**src/rtl/ssd1331_spi_receiver_pkg.sv**
```systemverilog
// ============================================================================
// Module   : ssd1331_spi_receiver_pkg
// Brief    : Shared opcodes, reset constants and decoder states for the
//            SSD1331 SPI receiver.
// Revision : 1.0 - initial release
// ============================================================================
`default_nettype none

package ssd1331_spi_receiver_pkg;

  localparam logic [7:0] c_OP_DISPLAY_ON  = 8'hAF;
  localparam logic [7:0] c_OP_DISPLAY_OFF = 8'hAE;
  localparam logic [7:0] c_OP_REMAP       = 8'hA0;
  localparam logic [7:0] c_OP_COL_ADDR    = 8'h15;
  localparam logic [7:0] c_OP_ROW_ADDR    = 8'h75;

  localparam logic [7:0] c_REMAP_DEFAULT  = 8'h40;

  typedef enum logic [1:0] {
    ST_IDLE = 2'd0,
    ST_ARG1 = 2'd1,
    ST_ARG2 = 2'd2
  } rx_state_t;

endpackage

`default_nettype wire

```
**src/rtl/ssd1331_spi_receiver_spi_byte_deframer.sv**
```systemverilog
// ============================================================================
// Module   : ssd1331_spi_receiver_spi_byte_deframer
// Brief    : Oversampled SPI slave front end: synchronizers, SCK edge detect,
//            byte assembly with CS abort, optional SCK period check
//            (SSD1331_RX_TIMING_CHECK_EN).
// Revision : 1.0 - initial release
// ============================================================================
`default_nettype none

module ssd1331_spi_receiver_spi_byte_deframer #(
  parameter int SYNC_STAGES    = 2,
  parameter int MIN_SCK_PERIOD = 15
) (
  input  logic       i_CLK,
  input  logic       i_RST,
  input  logic       i_cs,
  input  logic       i_mosi,
  input  logic       i_sck,
  input  logic       i_dc,
  input  logic       i_res,
  output logic       o_res_n,
  output logic       o_byte_valid,
  output logic [7:0] o_byte,
  output logic       o_byte_dc,
  output logic       o_timing_err
);

  // Bit order {res, dc, sck, mosi, cs}; idle-high lines reset high.
  localparam logic [4:0] c_SYNC_RST = 5'b10001;

  logic [4:0] r_sync [SYNC_STAGES];

  genvar gi;
  generate
    for (gi = 0; gi < SYNC_STAGES; gi++) begin : g_sync
      if (gi == 0) begin : g_first
        always_ff @(posedge i_CLK) begin
          if (i_RST) r_sync[gi] <= c_SYNC_RST;
          else       r_sync[gi] <= {i_res, i_dc, i_sck, i_mosi, i_cs};
        end
      end else begin : g_next
        always_ff @(posedge i_CLK) begin
          if (i_RST) r_sync[gi] <= c_SYNC_RST;
          else       r_sync[gi] <= r_sync[gi-1];
        end
      end
    end
  endgenerate

  logic [4:0] w_s;
  logic       w_cs, w_mosi, w_sck, w_dc, w_res_n, w_rise, w_srst;

  assign w_s     = r_sync[SYNC_STAGES-1];
  assign w_cs    = w_s[0];
  assign w_mosi  = w_s[1];
  assign w_sck   = w_s[2];
  assign w_dc    = w_s[3];
  assign w_res_n = w_s[4];
  assign w_srst  = i_RST | ~w_res_n;

  logic       r_sck_prev;
  logic [2:0] r_cnt;
  logic [6:0] r_shift;
  logic       r_valid, r_dc;
  logic [7:0] r_byte;

  assign w_rise = w_sck & ~r_sck_prev & ~w_cs;

  always_ff @(posedge i_CLK) begin
    if (i_RST) r_sck_prev <= 1'b0;
    else       r_sck_prev <= w_sck;
  end

  always_ff @(posedge i_CLK) begin
    if (w_srst) begin
      r_cnt   <= 3'd0;
      r_shift <= 7'd0;
      r_byte  <= 8'd0;
      r_dc    <= 1'b0;
      r_valid <= 1'b0;
    end else begin
      r_valid <= 1'b0;
      if (w_cs) begin
        r_cnt <= 3'd0;
      end else if (w_rise) begin
        r_shift <= {r_shift[5:0], w_mosi};
        r_cnt   <= r_cnt + 3'd1;
        if (r_cnt == 3'd7) begin
          r_byte  <= {r_shift, w_mosi};
          r_dc    <= w_dc;
          r_valid <= 1'b1;
        end
      end
    end
  end

  assign o_res_n      = w_res_n;
  assign o_byte_valid = r_valid;
  assign o_byte       = r_byte;
  assign o_byte_dc    = r_dc;

`ifdef SSD1331_RX_TIMING_CHECK_EN
  localparam int c_PER_W = $clog2(MIN_SCK_PERIOD) + 1;

  // r_per holds ticks since the previous rise minus one; saturates.
  logic [c_PER_W-1:0] r_per;
  logic               r_seen, r_terr;

  always_ff @(posedge i_CLK) begin
    if (i_RST) begin
      r_per  <= '0;
      r_seen <= 1'b0;
      r_terr <= 1'b0;
    end else begin
      if (w_cs) r_seen <= 1'b0;
      if (w_rise) begin
        if (r_seen && (r_per < c_PER_W'(MIN_SCK_PERIOD - 1))) r_terr <= 1'b1;
        r_seen <= 1'b1;
        r_per  <= '0;
      end else if (r_per != '1) begin
        r_per <= r_per + 1'b1;
      end
    end
  end

  assign o_timing_err = r_terr;
`else
  localparam int c_unused_min_sck = MIN_SCK_PERIOD;
  assign o_timing_err = 1'b0;
`endif

endmodule

`default_nettype wire

```
**src/rtl/ssd1331_spi_receiver.sv**
```systemverilog
// ============================================================================
// Module   : ssd1331_spi_receiver
// Brief    : SSD1331 SPI slave model: command decode, window addressing and
//            pixel write generation. SCK period check under
//            SSD1331_RX_TIMING_CHECK_EN.
// Revision : 1.0 - initial release
// ============================================================================
`default_nettype none

module ssd1331_spi_receiver
  import ssd1331_spi_receiver_pkg::*;
#(
  parameter int NUM_COL        = 96,
  parameter int NUM_ROW        = 64,
  parameter int N_COLOR_BITS   = 8,
  parameter int SYNC_STAGES    = 2,
  parameter int MIN_SCK_PERIOD = 15
) (
  input  logic                    i_CLK,
  input  logic                    i_RST,
  input  logic                    i_CS,
  input  logic                    i_MOSI,
  input  logic                    i_SCK,
  input  logic                    i_DC,
  input  logic                    i_RES,
  output logic                    o_BYTE_VALID,
  output logic [7:0]              o_BYTE,
  output logic                    o_BYTE_DC,
  output logic                    o_PIX_WE,
  output logic [6:0]              o_PIX_COL,
  output logic [5:0]              o_PIX_ROW,
  output logic [N_COLOR_BITS-1:0] o_PIX_DATA,
  output logic                    o_DISPLAY_ON,
  output logic [7:0]              o_REMAP,
  output logic                    o_CMD_ERR,
  output logic                    o_TIMING_ERR
);

  logic       w_res_n, w_bv, w_bdc, w_rst;
  logic [7:0] w_byte;

  ssd1331_spi_receiver_spi_byte_deframer #(
    .SYNC_STAGES   (SYNC_STAGES),
    .MIN_SCK_PERIOD(MIN_SCK_PERIOD)
  ) u_deframer (
    .i_CLK       (i_CLK),
    .i_RST       (i_RST),
    .i_cs        (i_CS),
    .i_mosi      (i_MOSI),
    .i_sck       (i_SCK),
    .i_dc        (i_DC),
    .i_res       (i_RES),
    .o_res_n     (w_res_n),
    .o_byte_valid(w_bv),
    .o_byte      (w_byte),
    .o_byte_dc   (w_bdc),
    .o_timing_err(o_TIMING_ERR)
  );

  assign w_rst = i_RST | ~w_res_n;

  rx_state_t  r_state, w_state_nx;
  logic [7:0] r_opcode, r_remap;
  logic [6:0] r_arg1, r_col_start, r_col_end, r_col_ptr;
  logic [5:0] r_row_start, r_row_end, r_row_ptr;
  logic       r_disp;

  // Out-of-range window arguments clamp to the last column/row.
  logic       w_col_oor, w_row_oor, w_is_col, w_oor;
  logic [6:0] w_col_arg;
  logic [5:0] w_row_arg;

  assign w_col_oor = (w_byte >= 8'(NUM_COL));
  assign w_row_oor = (w_byte >= 8'(NUM_ROW));
  assign w_col_arg = w_col_oor ? 7'(NUM_COL - 1) : w_byte[6:0];
  assign w_row_arg = w_row_oor ? 6'(NUM_ROW - 1) : w_byte[5:0];
  assign w_is_col  = (r_opcode == c_OP_COL_ADDR);
  assign w_oor     = w_is_col ? w_col_oor : w_row_oor;

  logic w_pix_we, w_cmd_err, w_ld_op, w_disp_on, w_disp_off;
  logic w_ld_remap, w_ld_arg1, w_commit;

  always_comb begin
    w_state_nx = r_state;
    w_pix_we   = 1'b0;
    w_cmd_err  = 1'b0;
    w_ld_op    = 1'b0;
    w_disp_on  = 1'b0;
    w_disp_off = 1'b0;
    w_ld_remap = 1'b0;
    w_ld_arg1  = 1'b0;
    w_commit   = 1'b0;
    if (w_bv) begin
      if (w_bdc) begin
        // Data in mid-command aborts the command but is still drawn.
        w_pix_we = 1'b1;
        if (r_state != ST_IDLE) begin
          w_cmd_err  = 1'b1;
          w_state_nx = ST_IDLE;
        end
      end else begin
        case (r_state)
          ST_IDLE: begin
            case (w_byte)
              c_OP_DISPLAY_ON:  w_disp_on  = 1'b1;
              c_OP_DISPLAY_OFF: w_disp_off = 1'b1;
              c_OP_REMAP, c_OP_COL_ADDR, c_OP_ROW_ADDR: begin
                w_ld_op    = 1'b1;
                w_state_nx = ST_ARG1;
              end
              default: w_cmd_err = 1'b1;
            endcase
          end
          ST_ARG1: begin
            if (r_opcode == c_OP_REMAP) begin
              w_ld_remap = 1'b1;
              w_state_nx = ST_IDLE;
            end else begin
              w_ld_arg1  = 1'b1;
              w_cmd_err  = w_oor;
              w_state_nx = ST_ARG2;
            end
          end
          ST_ARG2: begin
            w_commit   = 1'b1;
            w_cmd_err  = w_oor;
            w_state_nx = ST_IDLE;
          end
          default: w_state_nx = ST_IDLE;
        endcase
      end
    end
  end

  always_ff @(posedge i_CLK) begin
    if (w_rst) r_state <= ST_IDLE;
    else       r_state <= w_state_nx;
  end

  always_ff @(posedge i_CLK) begin
    if (w_rst) begin
      r_opcode    <= 8'd0;
      r_remap     <= c_REMAP_DEFAULT;
      r_disp      <= 1'b0;
      r_arg1      <= 7'd0;
      r_col_start <= 7'd0;
      r_col_end   <= 7'(NUM_COL - 1);
      r_col_ptr   <= 7'd0;
      r_row_start <= 6'd0;
      r_row_end   <= 6'(NUM_ROW - 1);
      r_row_ptr   <= 6'd0;
    end else begin
      if (w_ld_op)    r_opcode <= w_byte;
      if (w_disp_on)  r_disp   <= 1'b1;
      if (w_disp_off) r_disp   <= 1'b0;
      if (w_ld_remap) r_remap  <= w_byte;
      if (w_ld_arg1)  r_arg1   <= w_is_col ? w_col_arg : {1'b0, w_row_arg};
      if (w_commit) begin
        if (w_is_col) begin
          r_col_start <= r_arg1;
          r_col_end   <= w_col_arg;
          r_col_ptr   <= r_arg1;
        end else begin
          r_row_start <= r_arg1[5:0];
          r_row_end   <= w_row_arg;
          r_row_ptr   <= r_arg1[5:0];
        end
      end
      // Wrap on the window end or the array edge, whichever comes first.
      if (w_pix_we) begin
        if ((r_col_ptr == r_col_end) || (r_col_ptr == 7'(NUM_COL - 1))) begin
          r_col_ptr <= r_col_start;
          if ((r_row_ptr == r_row_end) || (r_row_ptr == 6'(NUM_ROW - 1)))
            r_row_ptr <= r_row_start;
          else
            r_row_ptr <= r_row_ptr + 6'd1;
        end else begin
          r_col_ptr <= r_col_ptr + 7'd1;
        end
      end
    end
  end

  assign o_BYTE_VALID = w_bv;
  assign o_BYTE       = w_byte;
  assign o_BYTE_DC    = w_bdc;
  assign o_PIX_WE     = w_pix_we;
  assign o_PIX_COL    = r_col_ptr;
  assign o_PIX_ROW    = r_row_ptr;
  assign o_PIX_DATA   = N_COLOR_BITS'(w_byte);
  assign o_DISPLAY_ON = r_disp;
  assign o_REMAP      = r_remap;
  assign o_CMD_ERR    = w_cmd_err;

endmodule

`default_nettype wire

```
**config.mk**
```make
export PLATFORM = sky130hd
export DESIGN_NAME = ssd1331_spi_receiver
export DESIGN_NICKNAME = d
export VERILOG_FILES = /design/src/rtl/ssd1331_spi_receiver_pkg.sv /design/src/rtl/ssd1331_spi_receiver_spi_byte_deframer.sv /design/src/rtl/ssd1331_spi_receiver.sv
export SDC_FILE = /design/constraint.sdc
export NUM_CORES = 1
export LEC_CHECK = 0
export ABC_AREA = 1
export ABC_CLOCK_PERIOD_IN_PS = 1700
export BUFFER_PORTS_ARGS = -buffer_cell sky130_fd_sc_hd__buf_2
export CORE_AREA = 2 2 129 93
export CTS_CLUSTER_DIAMETER = 200
export DETAILED_ROUTE_END_ITERATION = 7
export DIE_AREA = 0 0 131 95
export PLACE_DENSITY = 0.57
export SYNTH_ARGS = -nofsm -noshare
export SYNTH_HDL_FRONTEND = slang
export SYNTH_HIERARCHICAL = 1
export SYNTH_SLANG_ARGS = --single-unit
```
**constraint.sdc**
```tcl
create_clock -name i_CLK -period 1.7 [get_ports i_CLK]
set_clock_uncertainty 0.2 [all_clocks]
set_input_delay 0.17 -clock i_CLK [delete_from_list [all_inputs] [get_ports i_CLK]]
set_output_delay 0.17 -clock i_CLK [all_outputs]
set_load 0.05 [all_outputs]
```
# Word-level counts from Yosys, hierarchy flattened

Memory sizes are Yosys's and may differ from the RTL's.
Index checks and enable logic that the tools add are counted.

Bits in writable memories: 10
Bits of input ports: 7
Bits in registers: 86
Memories kept: 1
Output and inout bits: 43
Word-level logic and storage cells: 121

Multiplexer cells: 55
Bitwise gates (word level): 10
$add $sub $neg: 3
Reduce and logical (&&, ||, !) cells: 17
$lt $le $gt $ge: 2
Equality and inequality tests: 16

Memories:

| memory            | words | width | rd ports | clocked after Yosys merged registers in | wr ports | RTL line                                     | RTL |
|---|---|---|---|---|---|---|---|
| u_deframer.r_sync | 2     | 5     | 2        | 0                                       | 2        | ssd1331_spi_receiver_spi_byte_deframer.sv:31 | `logic [4:0] r_sync [SYNC_STAGES];` |

Operator list:

| cell                | count |
|---|---|
| $mux 7              | 6 |
| $mux 6              | 6 |
| $mux 1              | 35 |
| $eq 8x8->1 const B  | 4 |
| $eq 8x5->1 const B  | 2 |
| $ge 8x7->1 const B  | 2 |
| $mux 5              | 2 |
| $eq 8x7->1 const B  | 1 |
| $mux 2              | 4 |
| $reduce_and 2->1    | 4 |
| $add 7x1->7 const B | 1 |
| $eq 7x7->1          | 1 |
| $eq 7x7->1 const B  | 1 |
| $add 6x1->6 const B | 1 |
| $eq 6x6->1          | 1 |
| $eq 6x6->1 const B  | 1 |
| $reduce_and 3->1    | 2 |
| $reduce_bool 2->1   | 3 |
| $reduce_or 3->1     | 2 |
| $not 1->1           | 5 |
| $reduce_or 5->1     | 1 |
| $pmux 2 s2          | 1 |
| $reduce_or 2->1     | 2 |
| $add 3x1->3 const B | 1 |
| 10 further kinds    | 14 |

# Logic depth before layout (Yosys ltp)

Gate-level depths: netlist of run 1.

Depth in word-level cells: 7
Depth in mapped cells: 11
Gate-level depth less buffers: 11

# Modules after synthesis

Netlist of run 1, hierarchy kept.

Modules (own cells, without submodules):

| module                                 | instances | seq. area each (µm²) | area an instance (µm²) | cells each |
|---|---|---|---|---|
| ssd1331_spi_receiver                   | 1         | 1301.2               | 3255.6                 | 463 |
| ssd1331_spi_receiver_spi_byte_deframer | 1         | 620.6                | 1162.4                 | 146 |

# Worst setup path after synthesis of run 1

Ideal clock, no wire load.

Kind: flip-flop to output port
Start point: register u_deframer.r_byte[5], in the netlist u_deframer/o_byte[5]
End point: output o_CMD_ERR
Path slack: -842 ps
Path buffers: 0
Arrival: 2172 ps
Stages on the path, launching flop included: 9
Required time: 1330 ps
Path through: dfxtp_1 > inv_1 > nor3_1 > nor2_1 > o21ai_1 > nand2_1 > o21ai_0 > nor2_1 > nor2_1

Cells in the longest elaborated chain, start to end: 6
Elaborated cells between the ends (all ways): 14
Those cells by class: order compare: 2; eq/ne: 5; mux: 6; reduce/logical: 1

RTL lines:

| what                                             | RTL line                                                 | RTL |
|---|---|---|
| from (decl)                                      | ssd1331_spi_receiver_spi_byte_deframer.sv:65             | `logic [7:0] r_byte;` |
| from (signal assigned)                           | ssd1331_spi_receiver_spi_byte_deframer.sv:89             | `r_byte <= {r_shift, w_mosi};` |
| $ge 8x7->1, or another cell as far along         | ssd1331_spi_receiver.sv:74                               | `assign w_row_oor = (w_byte >= 8'(NUM_ROW));` |
| $mux 1 / $reduce_or 5->1 (equally long branches) | -                                                        |  |
| $mux 1, on equally long branches                 | ssd1331_spi_receiver.sv:115, ssd1331_spi_receiver.sv:104 |  |
| $pmux 1 s3 (*)                                   | ssd1331_spi_receiver.sv:102                              | `case (r_state)` |
| $mux 1 (*)                                       | ssd1331_spi_receiver.sv:94                               | `if (w_bdc) begin` |
| $mux 1 (*)                                       | ssd1331_spi_receiver.sv:93                               | `if (w_bv) begin` |
| to (decl)                                        | ssd1331_spi_receiver.sv:35                               | `output logic o_CMD_ERR,` |

Mark *: on every way between the ends. The rest lies on a longest branch, timed or not.

# Final worst setup path of run 1

Start point: register u_deframer.r_byte[7], in the netlist u_deframer/o_byte[7]
End point: output o_CMD_ERR

Same word-level chain as after synthesis.

==> run metrics, run 1 <==
Crit path arrival time=between 1.5 and 2 ns; core footprint=11350 um^2; failing checks=negative setup slack; Critical Path Most Common Cell=nor2_4; DR WL/cell=roughly 14 um; CTS Buf Count=9; Clock Pin Slew Worst Setup and Hold Paths=0.07 ns; Post-Synth Adder-Cell Area=0.01133; Die H=95 um; fin nets=759; mux share of post-synthesis cell area=0; CTS tree=yes; Multi-input gate area=2459 um^2; Syn Std Cell Area=4418 um^2; vias per cell=4.824; crit-path cells=nor2_4 > inv_2 > nor2_4 > o21ai_1 > o21ai_2 > o21ai_2 > nor2_2 > nor2_4 > buf_6; R2R setup slack=-0.13 ns; max-cap viol count=0; r2r endpoint=o_PIX_COL[6]; Worst-Skew Late Latency=0.35 ns; CTS Root Cell=clkbuf_16; Final Setup Violations=20; Mapped Cells=609; H-Tree Level Count=3; CP max-delay cell=dfxtp_4; CP Capture Type=output port; commonest cells after routing, fill and taps aside=109 x nand2_1, 73 x buf_4, 66 x dfxtp_1; final wirelength=12.76 mm; required time worst endpoint=1.33 ns; vias in the first global route=a little over 4000; Worst IR Drop VDD=0.4764 mV; share of the yosys chip area belonging to registers=0.4350; crit path time final=approximately 2.1 ns; drc violations=0; main combinational cell family by area after synthesis=simple AND/OR/NAND/NOR gates; most common cell after layout, fill and taps aside=nand2_1; Setup crit end=o_CMD_ERR; Synth Area in XOR/XNOR=0.02775; Yosys reg bits=96; setup TNS=-1.320 ns; die footprint=12450 um^2; Fmax=0.4797 GHz; critical path startpoint category=register; iteration-0 DRC count of the detailed router=between 200 and 250; clk buf depth=2; worst reg2reg path depth=13; GRT overflow=0; worst stage delay on the critical path=0.40 ns; met1 Use GR=0.3026; initial antenna violation count=0; P_leak=2.770 nW; Final Max Tran Viols=0; Filler cells=1061; post-synthesis compound-gate area fraction=0.1515; DR vias=~4400; WS Path Type=register to output port; TritonRoute pass-1 iters=5; largest net degree at the start of global routing=34; Avg Inst Size Synth=between 7 and 8 um^2; Design Power=between 4 and 5 mW; HPWL after detailed placement=8.814 mm; Area Growth Syn to Fin=45.03%; final hold viol count=0; pwr/cell area=680.1 nW/um^2; Tightest Hold Check Type=register to register; PortBufs=48; first-pass GRT wire length=20.10 mm; Routed Antenna Nets=0; Initial Util=0.3891; Post-Synth Simple-Gate Area=0.2676; R2R Path Start=r_opcode[6]; GP Congestion=0.8656; num ports=50; row count=33; period utilization=1.226; Syn Nets=620; RSZ-0062 raised after global routing=true; antenna diode count=0; Netlist cell types=34; GRT Util Overall=0.2088; Num Clock Sinks=96; width of the die=131 um; crit path from=u_deframer/o_byte[7]; Final Worst Setup Slack=-0.3847 ns; share of cells above drive strength 1=0.4329; register area=1994 um^2; synth warn=6; critical path peak fanout=5; gr busiest metal=met2; GR met2 Demand/Resource=0.3122; met3 global-route usage=0.04816; outcome=finished, violations left
worst max-delay path: cells and delay by family, from the launching register on:
family	cells	cell delay, ns
AOI/OAI and AO/OA	3	0.46
DFF	1	0.40
buffers and inverters	2	0.25
and+or+nand+nor	4	0.24
where the power goes:
part | internal, mW | switching, mW
Combinational | 0.0392 | 0.0789
Clock | 1.13 | 0.873
Sequential | 2.24 | 0.00434
state kept, by name, indices dropped and copies added (netlist names), 7 cells and up:
register / count
u_deframer/r_sync: 10
u_deframer/o_byte: 8
o_REMAP: 8
o_PIX_COL: 7
r_col_end: 7
u_deframer/r_shift: 7
r_col_start: 7
r_opcode: 8
r_arg1: 7
cell families (layout without fill, tap and decap cells):
family,Yosys count,in the layout
XOR/XNOR,14,14
flip-flops,96,96
other,1,1
adder cells (fa/ha/maj),4,4
buffers and inverters,101,245
AND/OR/NAND/NOR,273,273
AO/OA/AOI/OAI,120,120
synth_stat cells:
library cell | count | area [um^2]
o21ai_1 | 4 | 20.02
clkbuf_1 | 6 | 22.52
nand2_1 | 138 | 518.0
nand3_1 | 38 | 190.2
inv_2 | 11 | 41.29
nor2_2 | 6 | 37.54
nand3_4 | 1 | 17.52
buf_4 | 12 | 90.09
conb_1 | 1 | 3.750
or2_2 | 4 | 25.02
o21ai_0 | 38 | 190.2
xor2_1 | 12 | 105.1
xnor2_1 | 2 | 17.52
a21oi_2 | 6 | 52.55
clkinv_2 | 1 | 5.000
clkinv_1 | 1 | 3.750
o211ai_1 | 4 | 30.03
a21oi_1 | 61 | 305.3
nor2_1 | 62 | 232.7
buf_6 | 3 | 33.78
dfxtp_1 | 96 | 1922
nor3_1 | 7 | 35.03
nor2_4 | 1 | 11.26
nand2_2 | 9 | 56.30
buf_2 | 3 | 15.01
nor2_8 | 1 | 20.02
inv_1 | 63 | 236.5
o21ai_2 | 5 | 43.79
nand4_1 | 5 | 31.28
o21bai_4 | 1 | 18.77
ha_1 | 4 | 50.05
buf_12 | 1 | 20.02
nand3b_1 | 1 | 7.510
a311oi_1 | 1 | 8.760
layout make-up:
type | instances | share of cell area
multi-input cells | 412 | 0.3837
flip-flops and latches | 96 | 0.3113
repair buffers | 152 | 0.1795
inverters | 76 | 0.04882
clock buffers | 9 | 0.03515
well taps | 157 | 0.03066
clock inverters | 7 | 0.009764
repair inverters | 1 | 0.001172
what timing repair did:
| item | in CTS | in global routing |
|---|---|---|
| cloned | 2 | 1 |
| setup endpoints to repair | 26 | 70 |
| hold buffers | 9 | 0 |
| resized for setup | 61 | 111 |
| pin swaps | 19 | 31 |
| setup buffers | 11 | 9 |
| endpoints found under the hold margin | 6 | 0 |
per-layer routing:
metal  part of all wire  vias up
met5                  0        -
met4              0.012        0
met3              0.050       16
met2               0.44       96
met1               0.50     2061
li1                   -     2217
worst min-delay path by stage:
stage / from / end / slack (ns) / cells past startpoint
4_1_cts: u_deframer/r_sync[0][2] / u_deframer/r_sync[1][2] / 0.20 / 2
3_5_place_dp: i_RES / u_deframer/r_sync[0][4] / 0.16 / 2
5_1_grt: u_deframer/r_sync[0][2] / u_deframer/r_sync[1][2] / 0.24 / 2
6_report: u_deframer/r_sync[0][2] / u_deframer/r_sync[1][2] / 0.20 / 2
3_3_place_gp: i_CS / u_deframer/r_sync[0][0] / 0.15 / 2
2_1_floorplan: i_CS / u_deframer/r_sync[0][0] / 0.07 / 1
stage by stage:
step / util / hold slack [ns] / worst slack (ns) / std cells / cell area [um^2]
3_3_place_gp: 0.4748 / 0.1548 / -0.1224 / 870 / 5391
4_1_cts: 0.5305 / 0.2031 / -0.3935 / 908 / 6023
3_5_place_dp: 0.4748 / 0.1567 / -0.1779 / 870 / 5391
6_report: 0.5643 / 0.2007 / -0.3847 / 910 / 6407
2_1_floorplan: - / 0.07381 / -0.08816 / 609 / 4526
5_1_grt: 0.5643 / 0.2407 / -0.4466 / 910 / 6407
(Power assumes the default switching activity.)
==> run 2: changes to the inputs <==
- CORE_AREA: 2 2 129 93 -> 2 2 154 111
- DIE_AREA: 0 0 131 95 -> 0 0 156 113
- PLACE_DENSITY: 0.57 -> 0.42
==> run metrics, run 2 (synthesized netlist as in run 1, its figures left out) <==
Final Max Tran Viols=0; CTS tree=yes; pre-CTS setup slack=-0.1686 ns; period utilization=1.214; Final Worst Setup Slack=-0.3635 ns; Int Pwr=3.587 mW; core footprint=16050 um^2; GRT Util Overall=0.1571; Clk network pwr share=0.482; Worst-Skew Late Latency=0.35 ns; DR WL/cell=between 10 and 15 um; CP Capture Type=output port; crit path time final=2.063 ns; sequential power share=0.489; die footprint=approximately 18000 um^2; met1 Use GR=0.2357; Routed Antenna Nets=0; Num Clock Sinks=96; gr busiest metal=met1; Hold Path Stages=1; Final Setup Violations=21; hold endpoint=u_deframer/r_sync[1][4]; Design Power=4.568 mW; Die H=113 um; GR met2 Demand/Resource=0.2289; Biggest register=u_deframer/r_sync; initial antenna violation count=0; max reg flops=10; H-Tree Level Count=3; TritonRoute pass-1 iters=4; switching part of the total=0.2147; outcome=finished, violations left; Fmax=a little under 0.5 GHz; P_leak=2.916 nW; met3 global-route usage=0.02987; DR vias=4443; first-pass GRT wire length=21.67 mm; Area Growth Syn to Fin=53.64%; GRT overflow=0; GP Congestion=0.7934; vias in the first global route=4180; commonest cells after routing, fill and taps aside=110 x nand2_1, 87 x buf_4, 63 x dfxtp_1; WS Path Type=register to output port; Psw=0.9809 mW; iteration-0 DRC count of the detailed router=230; R2R Path Start=r_state[0]; PortBufs=48; pwr/cell area=approximately 670 nW/um^2; Initial Util=0.2752; clk buf depth=2; final hold viol count=0; worst reg2reg path depth=12; antenna diode count=0; critical path startpoint category=register; critical path peak fanout=4; share of cells above drive strength 1=0.4735; vias per cell=4.534; RSZ-0062 raised after global routing=true; final wirelength=13.86 mm; width of the die=156 um; R2R setup slack=-0.33 ns; max-cap viol count=0; CTS Root Cell=clkbuf_16; most common cell after layout, fill and taps aside=nand2_1; worst hold path startpoint=u_deframer/r_sync[0][4]; r2r endpoint=r_arg1[0]; final cell count without fillers=980; largest net degree at the start of global routing=34; Worst IR Drop VDD=around 0.43 mV; CTS Buf Count=9; row count=39; drc violations=0; num ports=50; HPWL after detailed placement=roughly 9.8 mm; Crit path arrival time=1.69 ns; post-placement cell count=926; required time worst endpoint=between 1 and 1.5 ns; fin nets=781; failing checks=negative setup slack; Comb pwr share=0.028; Tightest Hold Check Type=register to register; Clock Pin Slew Worst Setup and Hold Paths=roughly 0.060 ns
## run 2: cell count changes in the layout (fill, tap and decap cells not counted), moves of 5 or more
cell and change:
buf_4 +14, nand3_1 -10, nand3_2 +9, o21ai_1 +6, o21ai_2 -6, a21oi_2 +5, nor2_1 -5
## run 2: per-layer routing
| metal | share of wire | vias up |
|---|---|---|
| met5 | 0 | - |
| met4 | 0.012 | 0 |
| met3 | 0.045 | 13 |
| met2 | 0.42 | 62 |
| met1 | 0.53 | 2100 |
| li1 | - | 2268 |
## run 2: worst max-delay path by stage
stage / slack (ns) / depth (start not counted) / to / startpoint
final: -0.36 / 9 / o_CMD_ERR / u_deframer/o_byte[5]
after global routing: -0.50 / 10 / o_CMD_ERR / r_opcode[7]
after global placement: -0.17 / 10 / o_CMD_ERR / r_opcode[6]
after CTS: -0.37 / 11 / o_CMD_ERR / r_opcode[6]
after floorplan: -0.09 / 8 / o_CMD_ERR / u_deframer/o_byte[5]
after detailed placement: -0.17 / 10 / o_CMD_ERR / r_opcode[6]
## run 2: per-stage QoR
step | utilization | setup TNS (ns) | hold WS [ns] | instance area, um^2
finish | 0.4228 | -3.217 | 0.2087 | 6788
global route | 0.4228 | -6.031 | 0.2275 | 6788
CTS | 0.3912 | -3.544 | 0.2084 | 6280
detailed placement | 0.3456 | -1.593 | 0.1628 | 5549
global placement | 0.3456 | -1.490 | 0.1589 | 5549
floorplan | - | -0.08816 | 0.07381 | 4526
## run 2: area by class of cell
class / instances / area [um^2]
fill: 1637 / 9266
multi-input combinational: 412 / 2487
sequential: 96 / 2006
timing repair buffer: 174 / 1393
inverter: 76 / 312.8
clock buffer: 13 / 280.3
tap: 205 / 256.5
clock inverter: 3 / 45.04
timing repair inverter: 1 / 7.507
## run 2: power by group through the flow
stage / logic, mW / registers (mW) / clock network, mW
global route: 0.140 / 2.24 / 2.36
CTS: 0.123 / 2.24 / 2.25
finish: 0.128 / 2.24 / 2.20
detailed placement: 0.108 / 2.29 / 0
global placement: 0.106 / 2.29 / 0
floorplan: 0.0708 / 2.29 / 0
## run 2: critical path, stage by stage, from the launching register on
cell     delay [ns]
dfxtp_4        0.36
inv_2          0.08
nor3_4         0.04
buf_4          0.13
o21ai_2        0.16
o21ai_2        0.08
o21ai_1        0.16
nor2_2         0.07
nor2_4         0.10
buf_6          0.16
## run 2: timing repair
action,4_1_cts,5_1_grt
cloned,1,3
hold endpoints to repair,7,0
hold buffers,8,0
pin swaps,8,35
buffers inserted,20,19
setup endpoints to repair,25,61
resized for setup,55,138
